==> config.mk <==
export PLATFORM = sky130hd
export DESIGN_NAME = sensor_scan_scheduler
export DESIGN_NICKNAME = d
export VERILOG_FILES = /design/src/rtl/sensor_scan_scheduler.sv
export SDC_FILE = /design/constraint.sdc
export NUM_CORES = 1
export LEC_CHECK = 0
export ABC_AREA = 1
export BUFFER_PORTS_ARGS = -buffer_cell sky130_fd_sc_hd__buf_2
export CORE_MARGIN = 1
export CORE_UTILIZATION = 40
export DETAILED_ROUTE_END_ITERATION = 8
export GPL_TIMING_DRIVEN = 0
export PLACE_DENSITY_LB_ADDON = 0.1
export SLEW_MARGIN = 15
export SYNTH_ARGS = -nofsm -noshare
export SYNTH_HDL_FRONTEND = slang
export SYNTH_SLANG_ARGS = --single-unit
export TNS_END_PERCENT = 5
==> constraint.sdc <==
create_clock -name clk -period 2.3 [get_ports clk]
set_input_delay 0.46 -clock clk [delete_from_list [all_inputs] [get_ports clk]]
set_output_delay 0.46 -clock clk [all_outputs]
set_load 0.02 [all_outputs]
==> src/rtl/sensor_scan_scheduler.sv <==
// sensor_scan_scheduler
// Shares one change-detect co-processor between four sensor channels.
// A round-robin arbiter grants a ready channel, holds its sample on the
// co-processor inputs for a fixed window, then samples the change flag and
// logs qualifying change events into a small show-ahead event FIFO.

module sensor_scan_scheduler #(
  parameter int HOLD_CYCLES = 4,
  parameter int FIFO_DEPTH  = 4
) (
  input  logic        clk,
  input  logic        rst_n,
  input  logic [3:0]  ch_valid,
  input  logic [31:0] ch_data,
  input  logic [3:0]  en_mask,
  output logic [3:0]  ch_ack,
  output logic [7:0]  cop_data,
  output logic [1:0]  cop_check,
  input  logic        cop_q,
  input  logic [1:0]  cop_q1,
  output logic        evt_valid,
  output logic [1:0]  evt_ch,
  output logic [7:0]  evt_data,
  input  logic        evt_ready,
  output logic        overflow,
  output logic        busy
);

  // Hold windows shorter than 3 cycles are stretched to 3; longer than 15
  // cannot be represented by the 4-bit hold counter.
  localparam int HoldEff = (HOLD_CYCLES < 3) ? 3 : ((HOLD_CYCLES > 15) ? 15 : HOLD_CYCLES);
  localparam logic [3:0] HoldLoad = 4'(HoldEff - 1);
  localparam int AW = $clog2(FIFO_DEPTH);

  typedef enum logic [1:0] {
    IDLE  = 2'd0,
    GRANT = 2'd1,
    HOLD  = 2'd2,
    CHECK = 2'd3
  } state_e;

  state_e      state_q, state_d;
  logic [1:0]  ptr_q, ptr_d;
  logic [3:0]  holdCnt_q, holdCnt_d;
  logic [7:0]  copData_q, copData_d;
  logic [1:0]  copCheck_q, copCheck_d;

  logic [3:0]  req;
  logic        reqAny;
  logic [1:0]  grantCh;
  logic        grantFire;
  logic        pushReq;

  logic [9:0]  mem_q [FIFO_DEPTH];
  logic [AW:0] wrPtr_q, rdPtr_q;
  logic        overflow_q;
  logic        fifoEmpty, fifoFull, doPop, doWrite, doDrop;

  assign req    = ch_valid & en_mask;
  assign reqAny = |req;

  // Round-robin search: first requesting channel after the last granted one.
  always_comb begin
    logic       found;
    logic [1:0] cand;
    found   = 1'b0;
    grantCh = ptr_q;
    cand    = ptr_q;
    for (int k = 1; k <= 4; k++) begin
      cand = ptr_q + 2'(k);
      if (!found && req[cand]) begin
        found   = 1'b1;
        grantCh = cand;
      end
    end
  end

  // State register plus the scan datapath registers.
  always_ff @(posedge clk or negedge rst_n) begin
    if (!rst_n) begin
      state_q    <= IDLE;
      ptr_q      <= 2'd3;
      holdCnt_q  <= 4'd0;
      copData_q  <= 8'd0;
      copCheck_q <= 2'd0;
    end else begin
      state_q    <= state_d;
      ptr_q      <= ptr_d;
      holdCnt_q  <= holdCnt_d;
      copData_q  <= copData_d;
      copCheck_q <= copCheck_d;
    end
  end

  // Next-state logic; a grant that loses its request falls back to IDLE untouched.
  always_comb begin
    state_d    = state_q;
    ptr_d      = ptr_q;
    holdCnt_d  = holdCnt_q;
    copData_d  = copData_q;
    copCheck_d = copCheck_q;
    unique case (state_q)
      IDLE: begin
        if (reqAny) state_d = GRANT;
      end
      GRANT: begin
        if (reqAny) begin
          ptr_d      = grantCh;
          copCheck_d = grantCh;
          copData_d  = ch_data[8*grantCh +: 8];
          holdCnt_d  = HoldLoad;
          state_d    = HOLD;
        end else begin
          state_d = IDLE;
        end
      end
      HOLD: begin
        if (holdCnt_q == 4'd0) begin
          state_d = CHECK;
        end else begin
          holdCnt_d = holdCnt_q - 4'd1;
        end
      end
      CHECK: begin
        state_d = reqAny ? GRANT : IDLE;
      end
      default: state_d = IDLE;
    endcase
  end

  // Outputs decoded from the state: ack pulse in GRANT, event push in CHECK.
  always_comb begin
    grantFire = (state_q == GRANT) && reqAny;
    ch_ack    = grantFire ? (4'b0001 << grantCh) : 4'b0000;
    pushReq   = (state_q == CHECK) && cop_q && (cop_q1 == copCheck_q);
    busy      = (state_q != IDLE);
  end

  assign cop_data  = copData_q;
  assign cop_check = copCheck_q;

  assign fifoEmpty = (wrPtr_q == rdPtr_q);
  assign fifoFull  = (wrPtr_q[AW] != rdPtr_q[AW]) && (wrPtr_q[AW-1:0] == rdPtr_q[AW-1:0]);
  assign doPop     = !fifoEmpty && evt_ready;
  assign doWrite   = pushReq && (!fifoFull || doPop);
  assign doDrop    = pushReq && fifoFull && !doPop;

  // Event FIFO storage, pointers and the sticky drop flag.
  always_ff @(posedge clk or negedge rst_n) begin
    if (!rst_n) begin
      for (int i = 0; i < FIFO_DEPTH; i++) mem_q[i] <= 10'd0;
      wrPtr_q    <= '0;
      rdPtr_q    <= '0;
      overflow_q <= 1'b0;
    end else begin
      if (doWrite) begin
        mem_q[wrPtr_q[AW-1:0]] <= {copCheck_q, copData_q};
        wrPtr_q                <= wrPtr_q + 1'b1;
      end
      if (doPop) rdPtr_q <= rdPtr_q + 1'b1;
      if (doDrop) overflow_q <= 1'b1;
    end
  end

  assign evt_valid = !fifoEmpty;
  assign evt_ch    = mem_q[rdPtr_q[AW-1:0]][9:8];
  assign evt_data  = mem_q[rdPtr_q[AW-1:0]][7:0];
  assign overflow  = overflow_q;

endmodule

Yosys cells after proc, flatten, opt, wreduce, memory -nomap -nowiden
Cells that the tools add are included.

storage, ports and cells
  register bits = 65
  word-level logic and storage cells = 98

cells by class
  shift-type cells = 2
  $add $sub $neg = 6
  bitwise operators = 3
  reductions and logical operators = 27
  $lt $le $gt $ge = 7
  equality and inequality tests = 11
  mux-type cells = 30

operators by type and width
  operator                                                              count
  40-bit bitwise mux                                                    1
  32-bit by 6-bit variable part select with 8-bit output                1
  10-bit two-way mux                                                    3
  10-bit binary-select mux with 2-bit select                            1
  10-bit demux with 2-bit select                                        1
  2-bit two-way mux                                                     7
  1-bit logical AND                                                     12
  2-bit by 3-bit < comparator with 1-bit output, second input constant  4
  4-bit two-way mux                                                     3
  1-bit binary-select mux with 2-bit select                             4
  1-bit two-way mux                                                     8
  2-bit inequality test, second input constant                          4
  2-bit one-hot mux with 4 select lines                                 1
  4-bit one-hot mux with 2 select lines                                 1
  3-bit by 1-bit adder with 3-bit output, second input constant         2
  3-bit greater-or-equal comparator, second input constant              2
  1-bit zero test                                                       6
  2-bit NOT with 3-bit output                                           2
  2-bit adder, second input constant                                    2
  4-bit AND                                                             1
  2-bit == test                                                         2
  2-bit == test, second input constant                                  2
  4-bit zero test                                                       1
  2-bit AND reduction                                                   2
  12 further kinds                                                      13

Longest topological paths before layout
  word-level depth = 15
  depth in mapped cells = 15
  depth with buffers taken out = 13

Least setup slack after synthesis
OpenSTA, ideal clock, no wires.

  path type = register to output
  from = register ptr_q[0]
  to = output ch_ack[0]
  data required time = 1.840 ns
  arrival = 1.936 ns
  stages on the path, launching flop included = 13
  slack = -0.096 ns
  cells stage by stage = dfstp_2 -> inv_2 -> buf_6 -> nand2_1 -> nand2_2 -> nand2_4 -> nand2_8 -> nand2_1 -> nand2_2 -> nand2_4 -> nand2_4 -> buf_12 -> nor3_1

between the ends
  cells in the longest elaborated chain, start to end = 15
  elaborated cells between the ends (all ways) = 26
  classes of those cells = add/sub: 3; shift: 1; mux: 16; reduce/logical: 6

RTL lines
  element                                          line  RTL
  from (decl)                                      43    logic [1:0] ptr_q, ptr_d;
  from (signal assigned)                           88    ptr_q <= ptr_d;
  2-bit by 1-bit adder with 2-bit output           70    cand = ptr_q + 2'(k);
  1-bit binary-select mux with 2-bit select        71    if (!found && req[cand]) begin
  1-bit two-way mux (not written as such)          71
  1-bit two-way mux                                71
  1-bit zero test                                  71
  1-bit logical AND                                71
  1-bit two-way mux                                71
  1-bit zero test                                  71
  1-bit logical AND                                71
  1-bit two-way mux                                71
  1-bit zero test                                  71
  1-bit logical AND                                71
  2-bit two-way mux (*)                            71
  1-bit by 2-bit left shift with 4-bit output (*)  134   ch_ack = grantFire ? (4'b0001 << grantCh) : 4'b0000;
  4-bit two-way mux (*)                            134
  to (decl)                                        16    output logic [3:0] ch_ack,

Every way passes the cells marked *; elsewhere a longest branch is shown, timed or not. The select of a mux whose other input is x is not followed.

Final worst setup path
  from = register ptr_q[0]
  to = output ch_ack[3]

Same word-level chain as after synthesis.

==> flow_summary.ini <==
[sta]
rsz0062_at_grt = true
setup_viol = 4
fin_worst_skew_ps = 4.33
maxSlewHeadroom_pct = 60.1
fin_crit_sh_pct = 112
hold_violations = 0
fmax_ghz = 0.389
finalWorstSetupSlack_ps = -271
maxSlewViolCount = 0
worst_pin_slew_ps = 598
min_period_ps = 2570
hold_slack_ps = 11.2

[place]
place_area_sq_um = 4120
dp_hpwl_um = 6520
gp_congestion = 0.770
dp.cells = 629
io_buffer_count = 72

[power_and_ir_drop]
p_leak_nw = 2.27
switching_share_pct = 48.9
pwr_density_cell_nw_per_um2 = 1530
combPwrFrac_pct = 61.6
power_mw = 7.08
power_frac_clock_pct = 12.5
intPower_mw = 3.62
power_frac_seq_pct = 25.9
p_switching_mw = 3.46
ir_worst_vdd_uv = 1430

[hold_path]
hold_class = in2async

[synthesis]
synth_cell_types = 29
ys_seq_area_share_pct = 45.4
synth_area_leaders = dfrtp_1 44%, nand2_1 10%, o21ai_0 9.4%
synthTopCellsByCount = 97 x nand2_1, 67 x o21ai_0, 64 x nand3_1
synth_top_area_cell = dfrtp_1
synth-seq-cells = 65
synth.most_common_cell = nand2_1
synth-edff-count = 0
syn_area_sq_um = 3590
syn_nets = 501
yosysTopAreaCellShare_pct = 44.0
avgSynthCellArea_sq_um = 8.00
syn_inst = 448
synthFlopType = dfrtp_1
postSynth.asyncResetShare_pct = 100
synth.yosys.warnings = 0

[setup_path]
required_ps = 1840
arrival_ps = 2110
crit_type = reg2out
critPathMaxFanout = 8
end_kind = output pin
startpoint_type = flip-flop

[die]
die_h_um = 96.7
core_region_area_sq_um = 8720
die_w_um = 96.7
die_area_sq_um = 9350
rows = 34
design.portCount = 73
start_util_pct = 41.1

[outcome]
status = finished with violations
failed_checks = setup timing

[final_layout]
final_cell_area_sq_um = 4620
antenna_cells = 0
fin_util_pct = 53.0
area_growth_pct = 28.9
drive_above_1_share_pct = 31.8
final_nets = 602
layout.cells.non_filler = 662

[grt]
grt_max_degree = 44
grtUsageTotal_pct = 21.4
busiest_layer = met2
grt_use_met3_pct = 3.54
grt_overflow = 0
use_met1_pct = 26.7
antenna_found_initial = 0
grt_pass1_wl_um = 16100
grt_use_met2_pct = 36.7
grt_pass1_vias = 3377

[cts]
cts_made_buffers = 9
hold_buffers = 0
clk_pin_slew_worst_paths_ps = 70
htree_levels = 3
cts_tree = done
clock_latency_ps = 340
clock-sinks = 65
cts-root-buf = clkbuf_8
max-clock-path-buffers = 2

[drt]
dr_total_vias = 3355
drc = 0
detail_route.wl_per_cell_um = 14.4
viasPerCell = 5.07
drtIter0Drc = 135
first_pass_iters = 4
drt-total-wl_um = 9530
antenna_left = 0

[run]
maxCapViolations = 0
-- final timing paths --
check	from	endpoint	slack, ps	cells past startpoint
max reg2reg	ptr_q[0]	cop_data[7]	210	11
max in group asynchronous	rst_n	ptr_q[1]	1710	2
max	ptr_q[0]	ch_ack[3]	-270	12
min	rst_n	overflow	10	1
min reg2reg	overflow	overflow	460	1
min in group clk	evt_ready	rdPtr_q[2]	420	3
-- per-stage QoR --
step	setup slack, ps	TNS, ps
2_1_floorplan	-8.69	-8.69
3_3_place_gp	-118	-386
3_5_place_dp	-131	-409
4_1_cts	-313	-1150
5_1_grt	-385	-2180
6_report	-271	-960
-- cell families after synthesis --
| group | count (synthesis) | synth area share, % |
|---|---|---|
| buffers and inverters | 51 | 6.70 |
| and+or+nand+nor | 230 | 30.7 |
| xor gates and xnor gates | 9 | 2.20 |
| adders and majority gates | 7 | 2.44 |
| DFF | 65 | 45.4 |
| AOI/OAI and AO/OA | 86 | 12.5 |
-- per-layer routing --
metal  vias to the layer above  part of all wire (%)
met5                         -                     0
met3                        11                   5.1
li1                       1704                     -
met2                        90                    50
met1                      1550                    44
met4                         0                   1.1
-- registers in the layout (all words and copies together) (netlist names), named ones only --
| signal | flops |
|---|---|
| state_q | 1 |
| ptr_q | 2 |
| wrPtr_q | 3 |
| rdPtr_q | 3 |
| mem_q | 40 |
| holdCnt_q | 4 |
| cop_check | 2 |
| cop_data | 8 |
| overflow | 1 |
-- worst max-delay path, cell delays in order (launching register included) --
cell and delay [ps]:
dfstp_2 570, inv_2 50, buf_8 140, nand2_4 60, nand2_4 70, nand2_4 100
nand2_8 90, nand3_4 120, nand3_2 90, nand2_4 120, nand2_4 80, a21oi_4 130
buf_6 130
-- repair_timing --
item,in CTS,in global routing
pin swaps,16,17
setup buffers,16,4
resized for setup,35,24
endpoints found under the setup margin,10,14
-- power by group through the flow --
stage          Clock [mW]  Combinational (mW)  Sequential [mW]
2_1_floorplan           0                2.77             1.89
5_1_grt             0.960                4.86             1.89
3_3_place_gp            0                3.71             1.84
6_report            0.886                4.36             1.83
3_5_place_dp            0                3.77             1.85
4_1_cts             0.905                4.30             1.83
-- layout by cell type (no fill, tap or decap), types with 2 or more instances in the layout --
master      netlist  routed
clkbuf_2          0       4
nand2_1          97      87
ha_1              7       7
nor2_2            0       3
nand3_4           1       2
inv_4             0       2
dfrtp_1          63      63
nand3_1          64      55
a21oi_1           6       5
o21ai_0          67      67
clkbuf_8          0      10
clkinvlp_4        0       4
clkbuf_1         14      10
buf_2             2      69
inv_1            26      26
nor3_1            3       2
buf_4             2      21
nand3_2           2      10
dfstp_2           2       2
buf_6             3       5
nand4_1           4       4
xor2_1            4       4
nand2_2          16      14
nand2_4           6      18
buf_8             0       2
o22ai_1          10      10
nor2_1           35      32
xnor2_1           5       5
-- cell type report --
cell class | count | area (sq um)
Clock inverter | 6 | 43.8
Fill cell | 830 | 4100
Tap cell | 108 | 135
Sequential cell | 65 | 1630
Inverter | 29 | 114
Clock buffer | 10 | 138
Multi-Input combinational cell | 332 | 1890
Timing Repair Buffer | 93 | 566
Buffer | 19 | 109
Note: power is estimated with default switching activity, not from simulation.
